<file path="src/rtl/cmp_pkg.sv">
`default_nettype none
// ============================================================================
//  Module   : cmp_pkg
//  Purpose  : Shared op encodings, FSM states and requester id width for the
//             shared compare arbiter.
//  Revision : 1.0 - initial release
// ============================================================================
package cmp_pkg;

  typedef enum logic [1:0] {
    CMP_SLT  = 2'b00,
    CMP_SLTU = 2'b01,
    CMP_SEQ  = 2'b10,
    CMP_SNE  = 2'b11
  } cmp_op_e;

  typedef enum logic [1:0] {
    CMP_IDLE = 2'd0,
    CMP_EXEC = 2'd1,
    CMP_RESP = 2'd2
  } cmp_state_e;

  localparam int CMP_ID_W = 1;
  typedef logic [CMP_ID_W-1:0] cmp_id_t;

endpackage
`default_nettype wire

</file>
<file path="src/rtl/cmp_arbiter_if.sv">
`default_nettype none
// ============================================================================
//  Module   : cmp_arbiter_if
//  Purpose  : Request/response handshakes for the two requesters of the
//             shared compare datapath.
//  Revision : 1.0 - initial release
// ============================================================================
interface cmp_arbiter_if #(
  parameter int DATA_WIDTH = 32
);
  logic                  iReqValid0, iReqValid1;
  logic                  oReqReady0, oReqReady1;
  logic [1:0]            iOp0, iOp1;
  logic [DATA_WIDTH-1:0] iDataA0, iDataA1;
  logic [DATA_WIDTH-1:0] iDataB0, iDataB1;
  logic                  oRspValid0, oRspValid1;
  logic                  iRspReady0, iRspReady1;
  logic [DATA_WIDTH-1:0] oData0, oData1;

  // Arbiter side
  modport slave (
    input  iReqValid0, iReqValid1, iOp0, iOp1,
           iDataA0, iDataA1, iDataB0, iDataB1, iRspReady0, iRspReady1,
    output oReqReady0, oReqReady1, oRspValid0, oRspValid1, oData0, oData1
  );

  // Requester side
  modport master (
    output iReqValid0, iReqValid1, iOp0, iOp1,
           iDataA0, iDataA1, iDataB0, iDataB1, iRspReady0, iRspReady1,
    input  oReqReady0, oReqReady1, oRspValid0, oRspValid1, oData0, oData1
  );
endinterface
`default_nettype wire

</file>
<file path="src/rtl/LCA.sv">
`default_nettype none
// ============================================================================
//  Module   : LCA
//  Purpose  : Lookahead-carry adder, sum = a + b + ci with carry-out.
//  Revision : 1.0 - initial release
// ============================================================================
module LCA #(
  parameter int WIDTH = 32
) (
  input  logic [WIDTH-1:0] a_i,
  input  logic [WIDTH-1:0] b_i,
  input  logic             ci_i,
  output logic [WIDTH-1:0] sum_o,
  output logic             co_o
);
  logic [WIDTH-1:0] w_g;
  logic [WIDTH-1:0] w_p;
  logic [WIDTH:0]   w_c;

  // Carries from per-bit generate/propagate terms
  always_comb begin
    w_g    = a_i & b_i;
    w_p    = a_i ^ b_i;
    w_c    = '0;
    w_c[0] = ci_i;
    for (int i = 0; i < WIDTH; i++) begin
      w_c[i+1] = w_g[i] | (w_p[i] & w_c[i]);
    end
  end

  assign sum_o = w_p ^ w_c[WIDTH-1:0];
  assign co_o  = w_c[WIDTH];
endmodule
`default_nettype wire

</file>
<file path="src/rtl/cmp_core.sv">
`default_nettype none
// ============================================================================
//  Module   : cmp_core
//  Purpose  : Combinational SLT/SLTU/SEQ/SNE from a single A - B subtraction.
//  Revision : 1.0 - initial release
// ============================================================================
module cmp_core
  import cmp_pkg::*;
#(
  parameter int DATA_WIDTH = 32
) (
  input  logic [DATA_WIDTH-1:0] a_i,
  input  logic [DATA_WIDTH-1:0] b_i,
  input  cmp_op_e               op_i,
  output logic                  res_o
);
  logic [DATA_WIDTH-1:0] w_diff;
  logic                  w_cout;
  logic                  w_ovf;
  logic                  w_slt;
  logic                  w_sltu;
  logic                  w_zero;

  // A - B as A + ~B + 1
  LCA #(.WIDTH(DATA_WIDTH)) u_lca (
    .a_i   (a_i),
    .b_i   (~b_i),
    .ci_i  (1'b1),
    .sum_o (w_diff),
    .co_o  (w_cout)
  );

  assign w_ovf  = ( a_i[DATA_WIDTH-1] & ~b_i[DATA_WIDTH-1] & ~w_diff[DATA_WIDTH-1]) |
                  (~a_i[DATA_WIDTH-1] &  b_i[DATA_WIDTH-1] &  w_diff[DATA_WIDTH-1]);
  assign w_slt  = w_diff[DATA_WIDTH-1] ^ w_ovf;
  assign w_sltu = ~w_cout;              // a borrow means A < B unsigned
  assign w_zero = (w_diff == '0);

  // Select the flag requested by the op
  always_comb begin
    res_o = 1'b0;
    case (op_i)
      CMP_SLT:  res_o = w_slt;
      CMP_SLTU: res_o = w_sltu;
      CMP_SEQ:  res_o = w_zero;
      CMP_SNE:  res_o = ~w_zero;
      default:  res_o = 1'b0;
    endcase
  end
endmodule
`default_nettype wire

</file>
<file path="src/rtl/cmp_arbiter.sv">
`default_nettype none
// ============================================================================
//  Module   : cmp_arbiter
//  Purpose  : Round-robin share of one compare datapath between two
//             requesters; one operation in flight, held response.
//  Revision : 1.0 - initial release
// ============================================================================
module cmp_arbiter
  import cmp_pkg::*;
#(
  parameter int DATA_WIDTH = 32
) (
  input  logic               iClk,
  input  logic               iRst,
  cmp_arbiter_if.slave       bus_if
);
  cmp_state_e            state_q, state_d;
  logic                  prio_q, prio_d;
  cmp_id_t               id_q;
  cmp_op_e               op_q;
  logic [DATA_WIDTH-1:0] a_q, b_q;
  logic [DATA_WIDTH-1:0] data0_q, data1_q;

  logic                  w_any_req;
  cmp_id_t               w_gnt_id;
  logic                  w_rsp_hs;
  logic                  w_cmp_res;

  // Both valid: pointer wins; otherwise the lone valid requester wins
  assign w_any_req = bus_if.iReqValid0 | bus_if.iReqValid1;
  assign w_gnt_id  = (bus_if.iReqValid0 & bus_if.iReqValid1) ? prio_q : bus_if.iReqValid1;
  assign w_rsp_hs  = (id_q == 1'b0) ? bus_if.iRspReady0 : bus_if.iRspReady1;

  cmp_core #(.DATA_WIDTH(DATA_WIDTH)) u_core (
    .a_i   (a_q),
    .b_i   (b_q),
    .op_i  (op_q),
    .res_o (w_cmp_res)
  );

  // State and round-robin pointer registers
  always_ff @(posedge iClk) begin
    if (iRst) begin
      state_q <= CMP_IDLE;
      prio_q  <= 1'b0;
    end else begin
      state_q <= state_d;
      prio_q  <= prio_d;
    end
  end

  // Next state, pointer update and handshake outputs
  always_comb begin
    state_d           = state_q;
    prio_d            = prio_q;
    bus_if.oReqReady0 = 1'b0;
    bus_if.oReqReady1 = 1'b0;
    bus_if.oRspValid0 = 1'b0;
    bus_if.oRspValid1 = 1'b0;
    case (state_q)
      CMP_IDLE: begin
        bus_if.oReqReady0 = bus_if.iReqValid0 & (w_gnt_id == 1'b0);
        bus_if.oReqReady1 = bus_if.iReqValid1 & (w_gnt_id == 1'b1);
        if (w_any_req) begin
          state_d = CMP_EXEC;
          prio_d  = ~w_gnt_id;
        end
      end
      CMP_EXEC: state_d = CMP_RESP;
      CMP_RESP: begin
        bus_if.oRspValid0 = (id_q == 1'b0);
        bus_if.oRspValid1 = (id_q == 1'b1);
        if (w_rsp_hs) state_d = CMP_IDLE;
      end
      default: state_d = CMP_IDLE;
    endcase
  end

  // Capture the granted request on its handshake
  always_ff @(posedge iClk) begin
    if (iRst) begin
      id_q <= '0;
      op_q <= CMP_SLT;
      a_q  <= '0;
      b_q  <= '0;
    end else if ((state_q == CMP_IDLE) && w_any_req) begin
      id_q <= w_gnt_id;
      op_q <= cmp_op_e'(w_gnt_id ? bus_if.iOp1 : bus_if.iOp0);
      a_q  <= w_gnt_id ? bus_if.iDataA1 : bus_if.iDataA0;
      b_q  <= w_gnt_id ? bus_if.iDataB1 : bus_if.iDataB0;
    end
  end

  // Register the compare result into the owner's response; the other holds
  always_ff @(posedge iClk) begin
    if (iRst) begin
      data0_q <= '0;
      data1_q <= '0;
    end else if (state_q == CMP_EXEC) begin
      if (id_q == 1'b0) data0_q <= {{(DATA_WIDTH-1){1'b0}}, w_cmp_res};
      else              data1_q <= {{(DATA_WIDTH-1){1'b0}}, w_cmp_res};
    end
  end

  assign bus_if.oData0 = data0_q;
  assign bus_if.oData1 = data1_q;
endmodule
`default_nettype wire

</file>
<file path="src/flat_wrapper.sv">
// flat-port wrapper written by rule: the top's interface ports become plain ports
module cmp_arbiter_flat import cmp_pkg::*;
#(
  parameter int DATA_WIDTH = 32
)
  (iClk, iRst, bus_if_iReqValid0, bus_if_iReqValid1, bus_if_iOp0, bus_if_iOp1, bus_if_iDataA0, bus_if_iDataA1, bus_if_iDataB0, bus_if_iDataB1, bus_if_iRspReady0, bus_if_iRspReady1, bus_if_oReqReady0, bus_if_oReqReady1, bus_if_oRspValid0, bus_if_oRspValid1, bus_if_oData0, bus_if_oData1);
  cmp_arbiter_if #(.DATA_WIDTH(DATA_WIDTH)) bus_if_i ();
  input  logic iClk;
  input  logic iRst;
  input wire logic [$bits(bus_if_i.iReqValid0)-1:0] bus_if_iReqValid0;
  input wire logic [$bits(bus_if_i.iReqValid1)-1:0] bus_if_iReqValid1;
  input wire logic [$bits(bus_if_i.iOp0)-1:0] bus_if_iOp0;
  input wire logic [$bits(bus_if_i.iOp1)-1:0] bus_if_iOp1;
  input wire logic [$bits(bus_if_i.iDataA0)-1:0] bus_if_iDataA0;
  input wire logic [$bits(bus_if_i.iDataA1)-1:0] bus_if_iDataA1;
  input wire logic [$bits(bus_if_i.iDataB0)-1:0] bus_if_iDataB0;
  input wire logic [$bits(bus_if_i.iDataB1)-1:0] bus_if_iDataB1;
  input wire logic [$bits(bus_if_i.iRspReady0)-1:0] bus_if_iRspReady0;
  input wire logic [$bits(bus_if_i.iRspReady1)-1:0] bus_if_iRspReady1;
  output wire logic [$bits(bus_if_i.oReqReady0)-1:0] bus_if_oReqReady0;
  output wire logic [$bits(bus_if_i.oReqReady1)-1:0] bus_if_oReqReady1;
  output wire logic [$bits(bus_if_i.oRspValid0)-1:0] bus_if_oRspValid0;
  output wire logic [$bits(bus_if_i.oRspValid1)-1:0] bus_if_oRspValid1;
  output wire logic [$bits(bus_if_i.oData0)-1:0] bus_if_oData0;
  output wire logic [$bits(bus_if_i.oData1)-1:0] bus_if_oData1;
  assign bus_if_i.iReqValid0 = bus_if_iReqValid0;
  assign bus_if_i.iReqValid1 = bus_if_iReqValid1;
  assign bus_if_i.iOp0 = bus_if_iOp0;
  assign bus_if_i.iOp1 = bus_if_iOp1;
  assign bus_if_i.iDataA0 = bus_if_iDataA0;
  assign bus_if_i.iDataA1 = bus_if_iDataA1;
  assign bus_if_i.iDataB0 = bus_if_iDataB0;
  assign bus_if_i.iDataB1 = bus_if_iDataB1;
  assign bus_if_i.iRspReady0 = bus_if_iRspReady0;
  assign bus_if_i.iRspReady1 = bus_if_iRspReady1;
  assign bus_if_oReqReady0 = bus_if_i.oReqReady0;
  assign bus_if_oReqReady1 = bus_if_i.oReqReady1;
  assign bus_if_oRspValid0 = bus_if_i.oRspValid0;
  assign bus_if_oRspValid1 = bus_if_i.oRspValid1;
  assign bus_if_oData0 = bus_if_i.oData0;
  assign bus_if_oData1 = bus_if_i.oData1;
  cmp_arbiter #(.DATA_WIDTH(DATA_WIDTH)) u_core (.iClk(iClk), .iRst(iRst), .bus_if(bus_if_i));
endmodule
</file>
<file path="config.mk">
export PLATFORM = sky130hd
export DESIGN_NAME = cmp_arbiter_flat
export DESIGN_NICKNAME = d
export VERILOG_FILES = /design/src/rtl/cmp_pkg.sv /design/src/rtl/cmp_arbiter_if.sv /design/src/rtl/LCA.sv /design/src/rtl/cmp_core.sv /design/src/rtl/cmp_arbiter.sv /design/src/flat_wrapper.sv
export SDC_FILE = /design/constraint.sdc
export NUM_CORES = 1
export LEC_CHECK = 0
export ABC_AREA = 1
export CORE_UTILIZATION = 40
export CTS_BUF_LIST = sky130_fd_sc_hd__clkbuf_4 sky130_fd_sc_hd__clkbuf_8
export DETAILED_ROUTE_END_ITERATION = 10
export GPL_ROUTABILITY_DRIVEN = 1
export PLACE_DENSITY = 0.87
export SLEW_MARGIN = 20
export SYNTH_ARGS = -nofsm -noshare
export SYNTH_HDL_FRONTEND = slang
export SYNTH_SLANG_ARGS = --single-unit
</file>
<file path="constraint.sdc">
create_clock -name iClk -period 14.18 [get_ports iClk]
set_clock_uncertainty 0.1 [all_clocks]
set_input_delay 4.254 -clock iClk [delete_from_list [all_inputs] [get_ports iClk]]
set_output_delay 4.254 -clock iClk [all_outputs]
set_load 0.005 [all_outputs]
</file>
==> impl_metrics.yaml <==
critical_path:
  cp-start-kind: "register"
  cp.required_ns: 14.31
  crit_type: "reg2reg"
  path_depth: 42
  crit_path_frequent_cell: "fa_2"
  critPathLaunch: "u_core.a_q[0]$_SDFFE_PP0P_"
  worstReg2RegStart: "u_core.a_q[0]$_SDFFE_PP0P_"
  r2r_end: "u_core.bus_if.oData1[0]$_SDFFE_PP0P_"
  end_kind: "register"
  crit_buf_inv: 3
  cpPeakStageDelay_ns: 0.44
  cp_slowest_cell: "fa_1"
  critPathMaxFanout: 2
  regToRegSetupSlack_ns: 0.48
  crit_family: "adder cells"
  worstPathArrival_ns: 13.83
  ff2ff_path_depth: 42
  endpoint: "u_core.bus_if.oData1[0]$_SDFFE_PP0P_"
pwr:
  combPwrFrac_pct: 35.4
  power_switching_mw: 0.212
  p_leak_nw: 3.04
  vdd_drop_max_uv: 51.7
  power.share.switching_pct: 32.6
  power_density_nw_per_um2: 103
  p_int_mw: 0.437
  power.share.clock_pct: 27.2
  seqPwrFrac_pct: 37.4
placed_design:
  place_congestion: 0.747
  io_buffers: 143
  dp_hpwl_um: 8300
  postPlaceCellArea_um2: 6060
clock_network:
  cts_root_buffer: "clkbuf_8"
  cts_tree: "done"
  ctsHoldBuffers: 0
  cts_buffers: 9
  cts.sink_count: 72
  clk_pin_slew_worst_paths_ns: 0.08
  clk_latency_ns: 0.33
  htree_levels: 3
  cts_buffer_depth: 2
final_layout:
  fin_nets: 960
  drive_gt1_share_pct: 7.70
  fillers: 1069
  multiInputGateArea_um2: 2550
  fin_area_um2: 6300
  syn2layout_area_growth_pct: 31.0
  n_antenna_cell: 0
  seq_area_um2: 1440
die:
  die_w_um: 112
  io_pins: 206
  rows: 39
  die_h_um: 112
  coreArea_um2: 11600
  start_util_pct: 41.6
  die_area_um2: 12500
timing:
  final_hold_viol_count: 0
  report.final.slew_viol_count: 0
  rsz0062_at_grt: "false"
  setup_viol: 0
  period_needed_ns: 13.70
  final.setup.tns_ns: 0
  min_period_over_period_pct: 96.6
  tightest_slew_ns: 0.914
  maxSlewHeadroom_pct: 39.1
  max_freq_mhz: 73.0
synth:
  synth_cell_types: 23
  synthCells: 661
  yosys.area.top_type_share_pct: 30.0
  yosys_warnings: 0
  synth_area_um2: 4810
  ys_ff_latch: 72
  synth_top_area_cell: "dfxtp_1"
  synth_area_leaders: "dfxtp_1, nand2_1, fa_1"
  synth_seq_area_share_pct: 30.0
  avgSynthCellArea_um2: 7.27
drt:
  ant_nets: 0
  drt_iter0_drc: 184
  vias_per_cell: 4.47
  routedWlPerCell_um: 12.2
  routed_wl_um: 11400
  firstDrtPassIters: 7
  num_vias: 4183
  drc: 17
global_route:
  grt_overflow: 0
  antenna_found_initial: 0
  grt_pass1_vias: 4020
  grt_pass1_wl_um: 18700
  grt_max_degree: 83
  grtUsageTotal_pct: 18.9
run_status:
  outcome: "complete, but fails checks"
  violations: "design-rule violations"
worst_hold_path:
  hp-class: "reg2reg"
  whs_path_depth: 2
run:
  maxCapViolations: 0
## registers in the layout, indices dropped and copies added (netlist names)
signal / count
u_core.a_q: 32
u_core.b_q: 32
u_core.bus_if.oData0: 1
u_core.bus_if.oData1: 1
u_core.id_q: 1
u_core.op_q: 2
u_core.prio_q: 1
u_core.state_q: 2
## stage by stage
step / power [mW] / setup WS, ns / hold WS (ns) / instances / utilization [%]
global route: 0.703 / 0.0104 / 0.426 / 935 / 54.5
detailed placement: 0.479 / -0.447 / 0.381 / 920 / 52.4
finish: 0.649 / 0.476 / 0.399 / 935 / 54.5
global placement: 0.471 / -0.230 / 0.381 / 920 / 52.4
floorplan: 0.411 / 0.0217 / 0.363 / 722 / -
CTS: 0.661 / 0.0582 / 0.405 / 935 / 54.4
## routing by layer
metal / wire, um / GRT usage (%) / share of wire [%]
met1: 4860 / 22.7 / 43
met2: 5640 / 33.5 / 50
met3: 716 / 4.74 / 6.3
met4: 165 / 4.95 / 1.5
met5: 0 / 0 / 0
## worst register-to-register path, delay by kind of cell, from the launching register on
family	cells	cell delay [ns]
flip-flops	1	0.34
AND/OR/NAND/NOR	7	0.60
buffers and inverters	3	0.20
adder cells (fa/ha/maj)	32	12.34
## synthesized netlist by cell type (all sizes together)
cell,number
a21oi,5
buf,87
clkbuf,5
clkinv,1
conb,1
dfxtp,72
fa,31
ha,3
inv,116
nand2,207
nand3,65
nand4,5
nor2,17
o2111ai,1
o211ai,42
o21ai,3
## cell type report
| type | instances | share of cell area, % |
|---|---|---|
| multi-input combinational | 441 | 40.5 |
| timing repair buffer | 147 | 23.2 |
| sequential | 72 | 22.9 |
| inverter | 117 | 7.05 |
| tap | 143 | 2.84 |
| clock buffer | 9 | 1.97 |
| clock inverter | 6 | 1.49 |
## layout by cell type (no fill, tap or decap), drive strengths merged
master           n
conb            62
o2111ai          1
o21ai            3
clkinv           4
inv            116
buf              4
bufinv           2
nand4            5
fa              31
nand3           65
clkinvlp         1
clkbuf           9
a21oi            5
dfxtp           72
nand2          207
ha               3
clkdlybuf4s50  143
nor2            17
o211ai          42
## worst min-delay path by stage
| stage | from | endpoint |
|---|---|---|
| CTS | u_core.a_q[6]$_SDFFE_PP0P_ | u_core.a_q[6]$_SDFFE_PP0P_ |
| global placement | u_core.op_q[0]$_SDFFE_PP0P_ | u_core.op_q[0]$_SDFFE_PP0P_ |
| global route | u_core.a_q[7]$_SDFFE_PP0P_ | u_core.a_q[7]$_SDFFE_PP0P_ |
| floorplan | u_core.a_q[0]$_SDFFE_PP0P_ | u_core.a_q[0]$_SDFFE_PP0P_ |
| finish | u_core.a_q[15]$_SDFFE_PP0P_ | u_core.a_q[15]$_SDFFE_PP0P_ |
| detailed placement | u_core.a_q[6]$_SDFFE_PP0P_ | u_core.a_q[6]$_SDFFE_PP0P_ |
## logic make-up (layout without fill, tap and decap cells)
kind of cell               Yosys count  after routing  synth area share (%)
adders and majority gates           34             34                  13.7
DFF                                 72             72                  30.0
and+or+nand+nor                    294            294                  25.0
AOI/OAI and AO/OA                   51             51                  8.04
other                                1             62                0.0780
buffers and inverters              209            279                  23.2
## power groups by stage
stage                     clock (mW)  combinational (mW)  sequential, mW
after floorplan                    0               0.169           0.242
after global placement             0               0.226           0.246
after detailed placement           0               0.232           0.247
after CTS                      0.182               0.236           0.243
after global routing           0.191               0.267           0.246
final                          0.177               0.230           0.242
## timing repair
item                       4_1_cts  5_1_grt
pin swaps                        4       15
setup endpoints to repair        2        2
resized for setup                6        1
buffers inserted                 0        0
(Power assumes the default switching activity.)
